## config.mk

```make
export PLATFORM = sky130hd
export DESIGN_NAME = demux_sel_seq
export DESIGN_NICKNAME = d
export VERILOG_FILES = /design/src/rtl/demux_pkg.sv /design/src/rtl/dwell_timer.sv /design/src/rtl/demux_sel_seq.sv
export SDC_FILE = /design/constraint.sdc
export NUM_CORES = 1
export LEC_CHECK = 0
export BUFFER_PORTS_ARGS = -buffer_cell sky130_fd_sc_hd__clkbuf_2
export CAP_MARGIN = 30
export CELL_PAD_IN_SITES_DETAIL_PLACEMENT = 1
export CELL_PAD_IN_SITES_GLOBAL_PLACEMENT = 1
export CORE_UTILIZATION = 39
export DETAILED_ROUTE_END_ITERATION = 8
export GPL_TIMING_DRIVEN = 0
export PLACE_DENSITY = 0.79
export SYNTH_ARGS = -nofsm -noshare
export SYNTH_HDL_FRONTEND = slang
export SYNTH_SLANG_ARGS = --single-unit
```

## constraint.sdc

```tcl
create_clock -name clk -period 1.83 [get_ports clk]
set_input_delay 0.183 -clock clk [delete_from_list [all_inputs] [get_ports clk]]
set_output_delay 0.183 -clock clk [all_outputs]
set_load 0.05 [all_outputs]
```

## src/rtl/demux_pkg.sv

```systemverilog
// Shared types and constants for the demux select sequencer.
package demux_pkg;

  localparam int unsigned SEL_W_DEF = 3;
  localparam int unsigned NUM_CH    = 2 ** SEL_W_DEF;

  typedef enum logic [1:0] {
    ST_IDLE   = 2'd0,
    ST_ACTIVE = 2'd1,
    ST_DONE   = 2'd2
  } state_t;

  typedef enum logic [1:0] {
    MODE_SINGLE = 2'd0,
    MODE_SWEEP  = 2'd1,
    MODE_CONT   = 2'd2,
    MODE_RSVD   = 2'd3
  } mode_t;

endpackage

```

## src/rtl/dwell_timer.sv

```systemverilog
// Down-counter that times the dwell on one channel; zero marks the last cycle.
module dwell_timer #(
  parameter int unsigned DWELL_W = 8
) (
  input  logic               clk,
  input  logic               rst_n,
  input  logic               load,
  input  logic [DWELL_W-1:0] value,
  input  logic               dec,
  output logic               zero
);

  logic [DWELL_W-1:0] cnt_q;

  always_ff @(posedge clk) begin
    if (!rst_n) begin
      cnt_q <= '0;
    end else if (load) begin
      cnt_q <= value;
    end else if (dec && (cnt_q != '0)) begin
      cnt_q <= cnt_q - DWELL_W'(1);
    end
  end

  assign zero = (cnt_q == '0);

endmodule

```

## src/rtl/demux_sel_seq.sv

```systemverilog
// Timed channel sequencer driving the d/s inputs of the 1:8 demux.
module demux_sel_seq
  import demux_pkg::*;
#(
  parameter int unsigned SEL_W   = SEL_W_DEF,
  parameter int unsigned DWELL_W = 8
) (
  input  logic               clk,
  input  logic               rst_n,
  input  logic               start,
  input  logic [1:0]         mode,
  input  logic [SEL_W-1:0]   chan,
  input  logic [DWELL_W-1:0] dwell,
  input  logic               abort,
  input  logic               d_in,
  output logic               d,
  output logic [SEL_W-1:0]   s,
  output logic               busy,
  output logic               done,
  output logic               ch_strobe
);

  localparam logic [SEL_W:0] LAST_VISIT = (SEL_W + 1)'(2 ** SEL_W);

  state_t             state_q, state_d;
  mode_t              mode_q, mode_d;
  logic [DWELL_W-1:0] dwell_q, dwell_d;
  logic [SEL_W-1:0]   s_q, s_d;
  logic [SEL_W:0]     visited_q, visited_d;
  logic               busy_q, busy_d;
  logic               done_q, done_d;
  logic               stb_q, stb_d;
  logic               t_load, t_dec, t_zero;
  logic [DWELL_W-1:0] t_value;

  // A dwell of 0 behaves as 1, so the counter reload is max(v,1)-1.
  function automatic logic [DWELL_W-1:0] reload(input logic [DWELL_W-1:0] v);
    return (v == '0) ? '0 : v - DWELL_W'(1);
  endfunction

  dwell_timer #(.DWELL_W(DWELL_W)) u_timer (
    .clk   (clk),
    .rst_n (rst_n),
    .load  (t_load),
    .value (t_value),
    .dec   (t_dec),
    .zero  (t_zero)
  );

  always_comb begin
    state_d   = state_q;
    mode_d    = mode_q;
    dwell_d   = dwell_q;
    s_d       = s_q;
    visited_d = visited_q;
    stb_d     = 1'b0;
    t_load    = 1'b0;
    t_dec     = 1'b0;
    t_value   = reload(dwell_q);

    if (abort) begin
      state_d = ST_IDLE;
    end else begin
      case (state_q)
        ST_IDLE: begin
          if (start) begin
            state_d   = ST_ACTIVE;
            mode_d    = mode_t'(mode);
            dwell_d   = dwell;
            s_d       = chan;
            visited_d = (SEL_W + 1)'(1);
            t_load    = 1'b1;
            t_value   = reload(dwell);
            stb_d     = 1'b1;
          end
        end
        ST_ACTIVE: begin
          if (!t_zero) begin
            t_dec = 1'b1;
          end else if ((mode_q == MODE_CONT) ||
                       ((mode_q == MODE_SWEEP) && (visited_q != LAST_VISIT))) begin
            s_d       = s_q + SEL_W'(1);
            visited_d = visited_q + (SEL_W + 1)'(1);
            t_load    = 1'b1;
            stb_d     = 1'b1;
          end else begin
            state_d = ST_DONE;
          end
        end
        ST_DONE: state_d = ST_IDLE;
        default: state_d = ST_IDLE;
      endcase
    end

    busy_d = (state_d == ST_ACTIVE);
    done_d = (state_d == ST_DONE);
  end

  always_ff @(posedge clk) begin
    if (!rst_n) begin
      state_q   <= ST_IDLE;
      mode_q    <= MODE_SINGLE;
      dwell_q   <= '0;
      s_q       <= '0;
      visited_q <= '0;
      busy_q    <= 1'b0;
      done_q    <= 1'b0;
      stb_q     <= 1'b0;
    end else begin
      state_q   <= state_d;
      mode_q    <= mode_d;
      dwell_q   <= dwell_d;
      s_q       <= s_d;
      visited_q <= visited_d;
      busy_q    <= busy_d;
      done_q    <= done_d;
      stb_q     <= stb_d;
    end
  end

  assign d         = busy_q & d_in;
  assign s         = s_q;
  assign busy      = busy_q;
  assign done      = done_q;
  assign ch_strobe = stb_q;

endmodule

```

==> results of run 1 <==
[power groups by stage]
stage	registers, W	clock network [W]	logic (W)
final	0.000753	0.000574	0.000615
after detailed placement	0.000755	0	0.000512
after floorplan	0.000770	0	0.000360
after CTS	0.000745	0.000583	0.000584
after global placement	0.000754	0	0.000499
after global routing	0.000760	0.000613	0.000671
[cells in the final DEF, fill, tap and decap left out, drive strengths merged, types with 3 or more instances in the layout]
master	n
or3b	3
or4	3
nor2	19
nand3	3
a211oi	3
nor3b	5
inv	14
mux2i	3
and2	3
buf	13
clkbuf	36
dfxtp	30
nand2	34
xor2	3
ha	9
nor3	12
o311ai	3
a21oi	24
o21ai	7
nor4	3
a31oi	5
o32a	3
xnor2	9
nor2b	4
[worst paths after layout]
kind	end	slack (ns)
max	visited_q[1]	-0.02
max reg2reg	visited_q[1]	-0.02
min reg2reg	mode_q[1]	0.48
min	mode_q[0]	0.11
[per-stage QoR]
stage / instances / total power (W)
5_1_grt: 346 / 0.00204
6_report: 346 / 0.00194
3_5_place_dp: 331 / 0.00127
3_3_place_gp: 331 / 0.00125
4_1_cts: 344 / 0.00191
2_1_floorplan: 241 / 0.00113
[layer usage]
layer  track usage  vias up
met5             0        -
met4        0.0784        0
met3        0.0373        6
met2         0.401       30
met1         0.307      929
li1              -      932
[cell type report]
cell class,instances,area [um2]
fill,586,2330
inverter,14,55.1
tap,67,83.8
clock buffer,7,86.3
buffer,8,40.0
timing repair buffer,34,198
sequential,30,613
multi-input combinational,185,1380
clock inverter,1,5.00
[cells by family (layout without fill, tap and decap cells)]
logic type | count (synthesis) | in the layout | share of synthesized area
buffers and inverters | 26 | 64 | 0.0541
muxes | 5 | 5 | 0.0267
DFF | 30 | 30 | 0.305
and+or+nand+nor | 99 | 99 | 0.284
xor gates and xnor gates | 12 | 12 | 0.0534
adders and majority gates | 9 | 9 | 0.0573
AOI/OAI and AO/OA | 60 | 60 | 0.219
[registers in the layout, summed over array words and instances, names as in the netlist, 2 cells and up]
signal / cells
visited_q: 4
mode_q: 2
s: 3
dwell_q: 8
state_q: 2
u_timer.cnt_q: 8
[tightest hold or removal path, stage by stage]
cell and delay (ns):
clkbuf_2 0.08, nand2_1 0.04, a21oi_1 0.05
[timing repair]
action	4_1_cts	5_1_grt
setup endpoints to repair	16	26
gates resized for setup	20	12
buffers inserted	5	6
pin swaps	5	5
==> summary.txt, run 1 <==
Layout
  – Final core occ: 0.514
  – Ratio of cells with drive above 1 in the final layout: 0.287
  – Final #Nets: 305
  – Layout area overhead: 25.1%
  – Post-route standard cell area excluding fillers: 2460 um2
  – Final antenna diode count: 0

Synthesis
  – Dominant register cell in the synthesized netlist: dfxtp_1
  – Leading cell types by count after synthesis: nand2_1, dfxtp_1, a21oi_1
  – Mapped Nets: 268
  – Synth Register Bits: 30
  – Share of flip-flops with an asynchronous set or reset: 0
  – Fraction of post-synthesis cell area in the top cell type by area: 0.305
  – Part of the Yosys area used for sequential elements: 0.305
  – Most used standard cell by instance count after synthesis: nand2_1
  – Instance count of the mapped netlist: 241
  – Number of flops mapped to enable cells by yosys: 0
  – Yosys warnings: 0
  – Cell taking the most area after synthesis: dfxtp_1
  – Biggest area contributors in the synthesized netlist: dfxtp_1, nand2_1, ha_1, a21oi_1, xnor2_1
  – Syn avg cell area: 8.16 um2
  – Number of distinct standard cells referenced by the synthesized netlist: 57
  – Syn Std Cell Area: 1970 um2

Run
  – Max Cap Viol: 0

Floorplanning
  – Die Outline Area: 5330 um2
  – Total core area: 4790 um2
  – Die Width: 73.0 um
  – Cell Rows: 25
  – Count of pins on the block boundary: 25
  – Initial core utilization: 0.411
  – Die Ht: 73.0 um

GRT
  – First-pass GRT wire length: 9.48 mm
  – GRT Total Usage: 0.237
  – Maximum number of pins on one net before global-route repair: 11
  – Vias in the first global route: 1,905
  – Grt total ovfl: 0
  – Number of antenna violations at the first check in global routing: 0

Timing
  – Count of endpoints failing setup in the final report: 1
  – Tcrit/Tclk final: 1.01
  – Peak clock frequency supported by timing: 539 MHz
  – Setup total negative slack: -0.0244 ns
  – Setup slack after layout: -0.0244 ns
  – Final-layout worst hold slack: 0.110 ns
  – Unrepaired setup endpoints after global routing: yes
  – Worst rel slew slack: 0.638
  – Setup clock skew after layout: 0.00657 ns
  – Slew at the pin closest to its max-slew limit: 0.543 ns
  – Fin. Hold Viols: 0
  – Final critical path time including I/O delays and setup: 1.85 ns
  – Pins over their slew limit: 0

Critical path
  – Data required time at the worst endpoint: 1.98 ns
  – Total buffers and inverters traversed by the critical path: 2
  – Nature of the critical path endpoint: flop
  – Dominant delay contributor by cell family on the critical path: compound AO/OA/AOI/OAI gates
  – Crit path DAT: 2.01 ns
  – Worst-case reg-to-reg path depth: 8
  – Worst path depth: 8
  – Worst path slowest cell: a31oi_4
  – Largest stage delay, worst path: 0.42 ns
  – Cells along the critical path: inv_2, ha_1, nand4b_1, a31oi_4, nor2_8, buf_6, a31oi_1, nor2_1
  – Worst setup path startpoint: visited_q[0]
  – Crit Path Max Fanout: 10
  – Startpoint kind of the worst setup timing path: flop
  – Source of the worst register-to-register timing path: visited_q[0]
  – Path type of the worst setup path: reg2reg

Clock network
  – CTS Hold Bufs: 0
  – Clock buffer count from CTS: 5
  – Clock Sink Count: 30
  – Maximum number of buffers from clock root to sink: 2
  – CTS tree: done
  – Reg clk slew, reported paths: 0.07 ns
  – Clock latency on the worst-skew pair: 0.29 ns
  – H-tree level count: 2
  – Buffer cell driving the clock tree root: clkbuf_8

Min path
  – Hold path start: mode[0]
  – Worst min-delay path class: in2reg
  – Worst Hold Depth: 3

Pwr
  – Clk network pwr share: 0.296
  – Fraction of power consumed by combinational cells: 0.317
  – Internal power component: 0.00127 W
  – Register share of total power: 0.388
  – Net Switching: 0.000676 W
  – Worst vdd rail ir drop: 0.555 mV
  – Net Sw Frac: 0.348
  – Leakage power total: 0.971 nW
  – Pwr/cell area: 789 nW/um2

Placed design
  – Final weighted congestion of routability-driven global placement: 0.825
  – Number of I/O port buffers: 23
  – Minimum setup slack after placement: -0.168 ns
  – Dpl cell area: 2170 um2
  – DP HPWL: 4.02 mm

Drt
  – Number of iterations in the first detailed-routing pass: 4
  – Final routed wire length divided by cell count: 16.5 um
  – Wire length on met1: 2.68 mm
  – Total vias in the final route: 1,897
  – Uppermost layer routed: met4
  – Aggregate routed wire length: 5.72 mm
  – Routed met2 length: 2.79 mm
  – Final routed DRC violation total: 0
  – Antenna Nets Post-Route: 0
  – Initial DRC Count: 83
  – DR WL met3: 171 um
  – Vias per std cell: 5.48

Status
  – Run status: finished, violations left
  – Violations in the final reports: negative setup slack
Power figures use the tool's default switching activity.
==> inputs of run 2 (changes only) <==
GPL_TIMING_DRIVEN = 1   (was 0)
==> summary.txt, run 2 (synthesized netlist as in run 1, its figures left out) <==
Placed design
  – DP HPWL: 4.25 mm (+5.7%)
  – Number of I/O port buffers: 24 (+4.3%)
  – Minimum setup slack after placement: -0.0528 ns (+0.115 ns)
  – Final weighted congestion of routability-driven global placement: 0.852 (+3.3%)

Drt
  – Number of iterations in the first detailed-routing pass: 4 (unchanged)
  – Aggregate routed wire length: 6.09 mm (+6.5%)
  – Final routed wire length divided by cell count: 16.8 um (+1.5%)
  – Final routed DRC violation total: 0 (unchanged)
  – Initial DRC Count: 86 (+3.6%)
  – Total vias in the final route: 1,925 (+1.5%)
  – Vias per std cell: 5.30 (-3.3%)
  – Antenna Nets Post-Route: 0 (unchanged)

Layout
  – # fillers: 587 (+0.17%)
  – Largest registers ranked by flip-flop count: dwell_q (8), u_timer.cnt_q (8), visited_q (4)
  – Ratio of cells with drive above 1 in the final layout: 0.331 (+0.0443)
  – Final antenna diode count: 0 (unchanged)
  – Leading cell types in the layout, fill and taps excluded: nand2_1, buf_4, dfxtp_1
  – Layout area overhead: 31.8%
  – Final #Nets: 322 (+5.6%)

Critical path
  – Path type of the worst setup path: reg2reg
  – Nature of the critical path endpoint: flop
  – Crit path DAT: 2.00 ns (about the same)
  – Startpoint kind of the worst setup timing path: flop
  – Data required time at the worst endpoint: 2.02 ns (+0.04 ns)
  – Crit Path Max Fanout: 7 (-3)

GRT
  – First-pass GRT wire length: 9.24 mm (-2.5%)
  – Grt total ovfl: 0 (unchanged)
  – Vias in the first global route: 1,887 (-0.94%)
  – Maximum number of pins on one net before global-route repair: 21 (+10)
  – Number of antenna violations at the first check in global routing: 0 (unchanged)
  – GRT Total Usage: 0.233 (-0.00495)

Timing
  – Pins over their slew limit: 0 (unchanged)
  – Final critical path time including I/O delays and setup: 1.81 ns (-0.0455 ns)
  – Setup clock skew after layout: 0.00554 ns (-0.00103 ns)
  – Slew at the pin closest to its max-slew limit: 0.439 ns (-0.104 ns)
  – Setup slack after layout: 0.0211 ns (+0.0455 ns)
  – Unrepaired setup endpoints after global routing: yes
  – Count of endpoints failing setup in the final report: 0 (-1)
  – Peak clock frequency supported by timing: 553 MHz (+2.5%)
  – Worst rel slew slack: 0.705 (+0.0670)
  – Tcrit/Tclk final: 0.988 (-0.0249)
  – Fin. Hold Viols: 0 (unchanged)

Status
  – Run status: complete, no violations

Clock network
  – Clock buffer count from CTS: 5 (unchanged)
  – Maximum number of buffers from clock root to sink: 2 (unchanged)
  – Clock Sink Count: 30 (unchanged)
  – H-tree level count: 2 (unchanged)
  – Clock latency on the worst-skew pair: 0.29 ns (about the same)
  – Buffer cell driving the clock tree root: clkbuf_8
  – CTS tree: done
  – Reg clk slew, reported paths: 0.07 ns (about the same)

Floorplanning
  – Cell Rows: 25 (unchanged)
  – Die Ht: 73.0 um (unchanged)
  – Die Outline Area: 5330 um2 (unchanged)
  – Die Width: 73.0 um (unchanged)
  – Initial core utilization: 0.411 (unchanged)
  – Count of pins on the block boundary: 25 (unchanged)
  – Total core area: 4790 um2 (unchanged)

Pwr
  – Pwr/cell area: 793 nW/um2 (+0.43%)
  – Leakage power total: 1.08 nW (+12%)
  – Worst vdd rail ir drop: 0.476 mV (-14%)
  – Power after layout: 0.00205 W (+5.8%)

Min path
  – Worst min-delay path class: in2reg

Run
  – Max Cap Viol: 0 (unchanged)
-- run 2: changes by cell type in the layout (fill, tap and decap cells not counted), moves of 2 or more --
cell	change
clkbuf_1	-6
clkbuf_8	+2
dfxtp_1	+3
inv_2	+2
buf_4	+23
dfxtp_4	-2
-- run 2: final timing paths --
check | start | endpoint | slack, ns | cells past startpoint
worst max register to register | state_q[1] | u_timer.cnt_q[3] | 0.02 | 5
worst min register to register | mode_q[1] | mode_q[1] | 0.48 | 2
worst max-delay path | state_q[1] | u_timer.cnt_q[3] | 0.02 | 5
worst min-delay path | mode[0] | mode_q[0] | 0.11 | 3
-- run 2: area by class of cell --
cell class	count	area, um2	area share
multi-input cells	185	1350	0.521
repair buffers	59	390	0.151
inverters	14	52.6	0.0203
well taps	67	83.8	0.0323
flip-flops and latches	30	604	0.233
clock buffers	8	110	0.0425
-- run 2: repair_timing --
item	in CTS	in global routing
gates resized for setup	4	20
hold buffers	0	0
setup buffers	0	7
setup endpoints to repair	7	12
pin swaps	2	5
-- run 2: power by group --
part,internal (W),switching (W)
Combinational,0.000301,0.000364
Clock,0.000380,0.000270
Sequential,0.000695,0.0000445
Total,0.00138,0.000678
-- run 2: per-layer routing --
metal,wire length [um],vias to the layer above,global-route usage
li1,-,966,-
met5,0,-,0
met1,2770,913,0.283
met2,3020,33,0.407
met3,148,13,0.0442
met4,149,0,0.0806
-- run 2: per-stage QoR --
| step | area (um2) | TNS, ns | hold WS (ns) | instances | utilization |
|---|---|---|---|---|---|
| after floorplan | 1970 | 0 | 0.319 | 241 | - |
| after global placement | 2330 | 0 | 0.407 | 348 | 0.488 |
| after detailed placement | 2330 | -0.0756 | 0.416 | 348 | 0.488 |
| after CTS | 2460 | -0.00155 | 0.104 | 356 | 0.514 |
| after global routing | 2590 | -0.183 | 0.132 | 363 | 0.542 |
| final | 2590 | 0 | 0.112 | 363 | 0.542 |
-- run 2: worst max-delay path, cell delays in order, from the launching register on --
cell     delay (ns)
dfxtp_1        0.41
or3b_1         0.49
buf_4          0.17
a21oi_1        0.34
nor2_1         0.11
o21a_1         0.19
